==> src/rtl/mem_port_arbiter.sv <==
// Round-robin arbiter that shares one word-wide memory port between Icache refills
// and Dcache refills/writebacks, sequencing one LINE_WORDS-beat burst per grant.
module mem_port_arbiter #(
  parameter int LINE_WORDS = 4,
  parameter int ADDR_W     = 32,
  parameter int DATA_W     = 32,
  localparam int IDX_W     = $clog2(LINE_WORDS)
) (
  input  logic              clk,
  input  logic              rst_n,
  input  logic              i_req_i,
  input  logic [ADDR_W-1:0] i_addr_i,
  output logic              i_rvalid_o,
  output logic [DATA_W-1:0] i_rdata_o,
  output logic [IDX_W-1:0]  i_idx_o,
  output logic              i_done_o,
  input  logic              d_req_i,
  input  logic              d_we_i,
  input  logic [ADDR_W-1:0] d_addr_i,
  input  logic [DATA_W-1:0] d_wdata_i,
  output logic              d_rvalid_o,
  output logic [DATA_W-1:0] d_rdata_o,
  output logic [IDX_W-1:0]  d_idx_o,
  output logic              d_done_o,
  output logic              mem_req_o,
  output logic              mem_we_o,
  output logic [ADDR_W-1:0] mem_addr_o,
  output logic [DATA_W-1:0] mem_wdata_o,
  input  logic [DATA_W-1:0] mem_rdata_i,
  input  logic              mem_ready_i
);

  typedef enum logic [1:0] {IDLE, BUSY_I, BUSY_D, DONE} state_e;

  localparam int                OFF_W    = IDX_W + 2;
  localparam logic [ADDR_W-1:0] OFF_MASK = ADDR_W'((1 << OFF_W) - 1);
  localparam logic [IDX_W-1:0]  LAST_IDX = IDX_W'(LINE_WORDS - 1);

  state_e            state_q, state_d;
  logic [IDX_W-1:0]  cnt_q, cnt_d;
  logic [ADDR_W-1:0] base_q, base_d;
  logic              we_q, we_d;
  logic              last_d_q, last_d_d;

  logic busy_i, busy_d, busy, wr_d;

  always_ff @(posedge clk or negedge rst_n) begin
    if (!rst_n) begin
      state_q  <= IDLE;
      cnt_q    <= '0;
      base_q   <= '0;
      we_q     <= 1'b0;
      last_d_q <= 1'b0;
    end else begin
      state_q  <= state_d;
      cnt_q    <= cnt_d;
      base_q   <= base_d;
      we_q     <= we_d;
      last_d_q <= last_d_d;
    end
  end

  // last_d_q doubles as "who owns the current burst" from grant through DONE.
  always_comb begin
    state_d  = state_q;
    cnt_d    = cnt_q;
    base_d   = base_q;
    we_d     = we_q;
    last_d_d = last_d_q;
    case (state_q)
      IDLE: begin
        if (d_req_i && (!i_req_i || !last_d_q)) begin
          state_d  = BUSY_D;
          base_d   = d_addr_i & ~OFF_MASK;
          we_d     = d_we_i;
          last_d_d = 1'b1;
          cnt_d    = '0;
        end else if (i_req_i) begin
          state_d  = BUSY_I;
          base_d   = i_addr_i & ~OFF_MASK;
          we_d     = 1'b0;
          last_d_d = 1'b0;
          cnt_d    = '0;
        end
      end
      BUSY_I, BUSY_D: begin
        if (mem_ready_i) begin
          if (cnt_q == LAST_IDX) begin
            cnt_d   = '0;
            state_d = DONE;
          end else begin
            cnt_d = cnt_q + IDX_W'(1);
          end
        end
      end
      DONE:    state_d = IDLE;
      default: state_d = IDLE;
    endcase
  end

  assign busy_i = (state_q == BUSY_I);
  assign busy_d = (state_q == BUSY_D);
  assign busy   = busy_i | busy_d;
  assign wr_d   = busy_d & we_q;

  assign mem_req_o   = busy;
  assign mem_we_o    = wr_d;
  assign mem_addr_o  = busy ? (base_q | (ADDR_W'(cnt_q) << 2)) : '0;
  assign mem_wdata_o = wr_d ? d_wdata_i : '0;

  assign i_rvalid_o = busy_i & mem_ready_i;
  assign i_rdata_o  = i_rvalid_o ? mem_rdata_i : '0;
  assign i_idx_o    = busy_i ? cnt_q : '0;
  assign i_done_o   = (state_q == DONE) & ~last_d_q;

  assign d_rvalid_o = busy_d & mem_ready_i & ~we_q;
  assign d_rdata_o  = d_rvalid_o ? mem_rdata_i : '0;
  assign d_idx_o    = busy_d ? cnt_q : '0;
  assign d_done_o   = (state_q == DONE) & last_d_q;

endmodule

==> config.mk <==
export PLATFORM = sky130hd
export DESIGN_NAME = mem_port_arbiter
export DESIGN_NICKNAME = d
export VERILOG_FILES = /design/src/rtl/mem_port_arbiter.sv
export SDC_FILE = /design/constraint.sdc
export NUM_CORES = 1
export LEC_CHECK = 0
export BUFFER_PORTS_ARGS = -buffer_cell sky130_fd_sc_hd__buf_2
export CORE_AREA = 2 2 104 106
export CTS_CLUSTER_SIZE = 40
export DETAILED_ROUTE_END_ITERATION = 8
export DIE_AREA = 0 0 106 108
export RECOVER_POWER = 100
export SYNTH_ARGS = -nofsm -noshare
export SYNTH_HDL_FRONTEND = slang
export SYNTH_SLANG_ARGS = --single-unit
export TNS_END_PERCENT = 30
==> constraint.sdc <==
create_clock -name clk -period 2.7 [get_ports clk]
set_input_delay 0.135 -clock clk [delete_from_list [all_inputs] [get_ports clk]]
set_output_delay 0.135 -clock clk [all_outputs]
set_load 0.02 [all_outputs]
==> load_flow_metrics.sql <==
INSERT INTO impl_metrics (metric_group, metric, value, unit) VALUES
('timing', 'setup_viol_count_final', '0', ''),
('outcome', 'violations_in_the_final_reports', 'max-capacitance violations, max-slew violations', ''),
('timing', 'fin_worst_skew', '0.00505', 'ns'),
('drt', 'wl', '10500', 'µm'),
('clock_network', 'htree_levels', '2', ''),
('synth', 'yosysSeqAreaShare', '0.327', ''),
('floorplanning', 'top_level_ports', '272', ''),
('global_route', 'global_route_usage_over_all_layers', '0.174', ''),
('setup_path', 'r2r.worst_path.cells', '5', ''),
('setup_path', 'crit_path_end', 'd_rdata_o[20]', ''),
('drt', 'wire_per_inst', '15.1', 'µm'),
('pwr', 'pwr-share-clk', '0.101', ''),
('global_route', 'initial_antenna_violation_count', '0', ''),
('global_route', 'first_pass_grt_wire_length', '15700', 'µm'),
('place', 'place_hpwl', '8480', 'µm'),
('synth', 'synthesis.area', '2600', 'µm²'),
('setup_path', 'rr_endpoint', 'cnt_q[0]', ''),
('timing', 'final-max-slew-violation-count', '35', ''),
('synth', 'netlist-cell-type-count', '28', ''),
('setup_path', 'critPathBufInv', '3', ''),
('timing', 'setup_repair_after_global_routing_missed_its_margin', 'no', ''),
('setup_path', 'crit_path_top_delay_cell', 'dfrtp_1', ''),
('drt', 'dr.pass1.iters', '4', ''),
('place', 'buffer_ports.inserted', '261', ''),
('setup_path', 'critical_path.max_fanout', '20', ''),
('floorplanning', 'core_footprint', '10200', 'µm²'),
('timing', 'report.final.hold_viol_count', '0', ''),
('setup_path', 'timing.critical_path.required', '2.57', 'ns'),
('place', 'place.gp.congestion', '0.867', ''),
('pwr', 'power_switching', '2.07', 'mW'),
('floorplanning', 'die_width', '106', 'µm'),
('synth', 'synth_async_sr_flop_share', '1.00', ''),
('timing', 'worst_pin_slew', '1.87', 'ns'),
('cells_and_area', 'post_route_cells_drive_above_1_share', '0.320', ''),
('floorplanning', 'die-height', '108', 'µm'),
('clock_network', 'cts_buffer_depth', '2', ''),
('synth', 'postSynthAreaPerCell', '8.29', 'µm²'),
('synth', 'yosysWarningCount', '0', ''),
('pwr', 'seqPwrFrac', '0.231', ''),
('timing', 'fmaxAchievable', '0.422', 'GHz'),
('timing', 'relSlewSlack', '-0.246', ''),
('pwr', 'power.static_leakage', '2.23', 'nW'),
('global_route', 'grt_pass1_vias', '2957', ''),
('pwr', 'vdd_ir_drop_max', '0.000434', 'V'),
('drt', 'via_count', '3158', ''),
('synth', 'synth.ff_latch_count', '34', ''),
('setup_path', 'critPathArrivalTime', '2.24', 'ns'),
('place', 'dpl.cell_count', '689', ''),
('clock_network', 'cts_root_buf', 'clkbuf_8', ''),
('pwr', 'intPower', '1.88', 'mW'),
('pwr', 'p_sw_frac', '0.524', ''),
('setup_path', 'worst-r2r-setup-slack', '0.60', 'ns'),
('outcome', 'run_status', 'finished, violations left', ''),
('clock_network', 'cts_num_sinks', '34', ''),
('global_route', 'grt_remaining_overflow', '0', ''),
('pwr', 'power.share.combinational', '0.669', ''),
('synth', 'syn-instance-count', '314', ''),
('timing', 'min_period_over_period', '0.878', ''),
('clock_network', 'cts_tree', 'yes', ''),
('setup_path', 'setup.worst_path.start_class', 'register', ''),
('setup_path', 'crit-reg2reg-launch', 'state_q[0]', ''),
('cells_and_area', 'antenna_cells', '0', ''),
('cells_and_area', 'layoutNonFillerInstCount', '698', ''),
('setup_path', 'cpPeakStageDelay', '0.43', 'ns'),
('setup_path', 'path_cells', 'inv_1 -> ha_1 -> and3b_1 -> clkbuf_2 -> and2_1 -> clkbuf_1', ''),
('setup_path', 'critical_path.endpoint_type', 'output pin', ''),
('job', 'max-cap-violations', '1', ''),
('setup_path', 'path_delay_family', 'buffers and inverters', ''),
('timing', 'timing.final.crit_period', '2.37', 'ns'),
('timing', 'setup_total_negative_slack', '0', 'ns'),
('setup_path', 'ws_path_type', 'reg2out', '');
## synth_stat cells, types with 2 or more instances
master	count	area, µm²
and2_1	69	432
a21oi_1	3	15.0
ha_1	6	75.1
buf_2	6	30.0
inv_1	3	11.3
nand2_1	29	109
o21ai_1	29	145
dfrtp_1	34	851
and3_1	64	400
clkbuf_1	19	71.3
a32o_1	2	20.0
buf_4	5	37.5
mux2i_1	28	280
nor2b_1	3	18.8
## cell families (layout without fill, tap and decap cells)
family / after synthesis / in the layout / share of synthesized area
other: 1 / 2 / 0.00144
multiplexers: 28 / 28 / 0.108
buffers and inverters: 33 / 280 / 0.0577
flip-flops: 34 / 34 / 0.327
AO/OA/AOI/OAI: 42 / 42 / 0.0956
adder cells (fa/ha/maj): 6 / 6 / 0.0288
AND/OR/NAND/NOR: 170 / 170 / 0.382
## stage by stage
step	power (mW)	util	hold slack [ns]	worst slack, ns
floorplan	2.78	-	-0.161	1.03
global placement	3.66	0.394	0.262	0.805
detailed placement	3.71	0.394	0.269	0.747
CTS	4.13	0.404	0.116	0.497
global route	4.30	0.391	0.155	0.159
finish	3.95	0.391	0.137	0.330
## per-layer routing
| metal | up-vias | share of wire | global-route usage |
|---|---|---|---|
| met5 | - | 0 | 0 |
| met4 | 0 | 0.023 | 0.0545 |
| met3 | 10 | 0.065 | 0.0271 |
| met2 | 149 | 0.51 | 0.321 |
| met1 | 1443 | 0.40 | 0.208 |
| li1 | 1556 | - | - |
## power groups by stage
stage               Clock [mW]  Sequential (mW)  Combinational (mW)
floorplan                    0            0.871                1.91
global placement             0            0.908                2.75
detailed placement           0            0.921                2.79
CTS                      0.412            0.915                2.80
global route             0.434            0.947                2.92
finish                   0.397            0.910                2.64
## what timing repair did
item / in CTS / in global routing
endpoints found under the hold margin: 34 / 0
hold buffers: 1 / 0
buffers inserted: 0 / 0
## sequential cells by signal (all words and copies together) (netlist names)
signal    cells
last_d_q      1
cnt_q         2
we_q          1
base_q       28
state_q       2
## worst min-delay path, stage by stage
cell and delay [ns]:
buf_2 0.07, mux2i_1 0.06, o21ai_1 0.11
## cells in the final DEF, fill, tap and decap left out
master | netlist | layout
o21ai_0 | 0 | 26
o211ai_1 | 1 | 1
or3b_1 | 1 | 1
clkbuf_1 | 19 | 98
o21ai_1 | 29 | 2
mux2i_1 | 28 | 28
clkinvlp_4 | 0 | 1
a21oi_1 | 3 | 3
a31oi_1 | 1 | 1
inv_1 | 3 | 3
nor2_1 | 1 | 1
o21ai_4 | 0 | 1
and2_1 | 69 | 50
nand2_1 | 29 | 29
dfrtp_1 | 34 | 34
buf_12 | 0 | 1
ha_1 | 6 | 6
clkbuf_2 | 0 | 4
a22o_1 | 1 | 1
and3_1 | 64 | 64
and3b_1 | 1 | 1
nand2b_1 | 1 | 1
conb_1 | 1 | 2
o32a_1 | 1 | 1
clkbuf_8 | 0 | 6
and2_0 | 0 | 19
buf_2 | 6 | 163
nor3b_1 | 1 | 1
a21boi_0 | 1 | 1
a2bb2oi_1 | 1 | 1
a21boi_4 | 0 | 1
clkinv_2 | 0 | 1
a32o_1 | 2 | 2
buf_4 | 5 | 2
a221oi_1 | 1 | 1
nor2b_1 | 3 | 3
dlygate4sd3_1 | 0 | 1
## worst min path at each step
stage	end	from	slack [ns]	cells after the start
floorplan	base_q[10]	rst_n	-0.16	0
global placement	base_q[27]	rst_n	0.26	1
detailed placement	base_q[27]	rst_n	0.27	1
CTS	base_q[23]	i_addr_i[23]	0.12	3
global route	base_q[13]	i_addr_i[13]	0.15	3
finish	base_q[28]	i_addr_i[28]	0.14	3
## layout make-up
cell class	count	area [µm²]
tap	136	170
fill	1147	6230
inverter	3	11.3
multi-input combinational	248	1630
timing repair buffer	269	1250
clock buffer	6	82.6
clock inverter	2	12.5
sequential	34	851
Power figures use the tool's default switching activity.
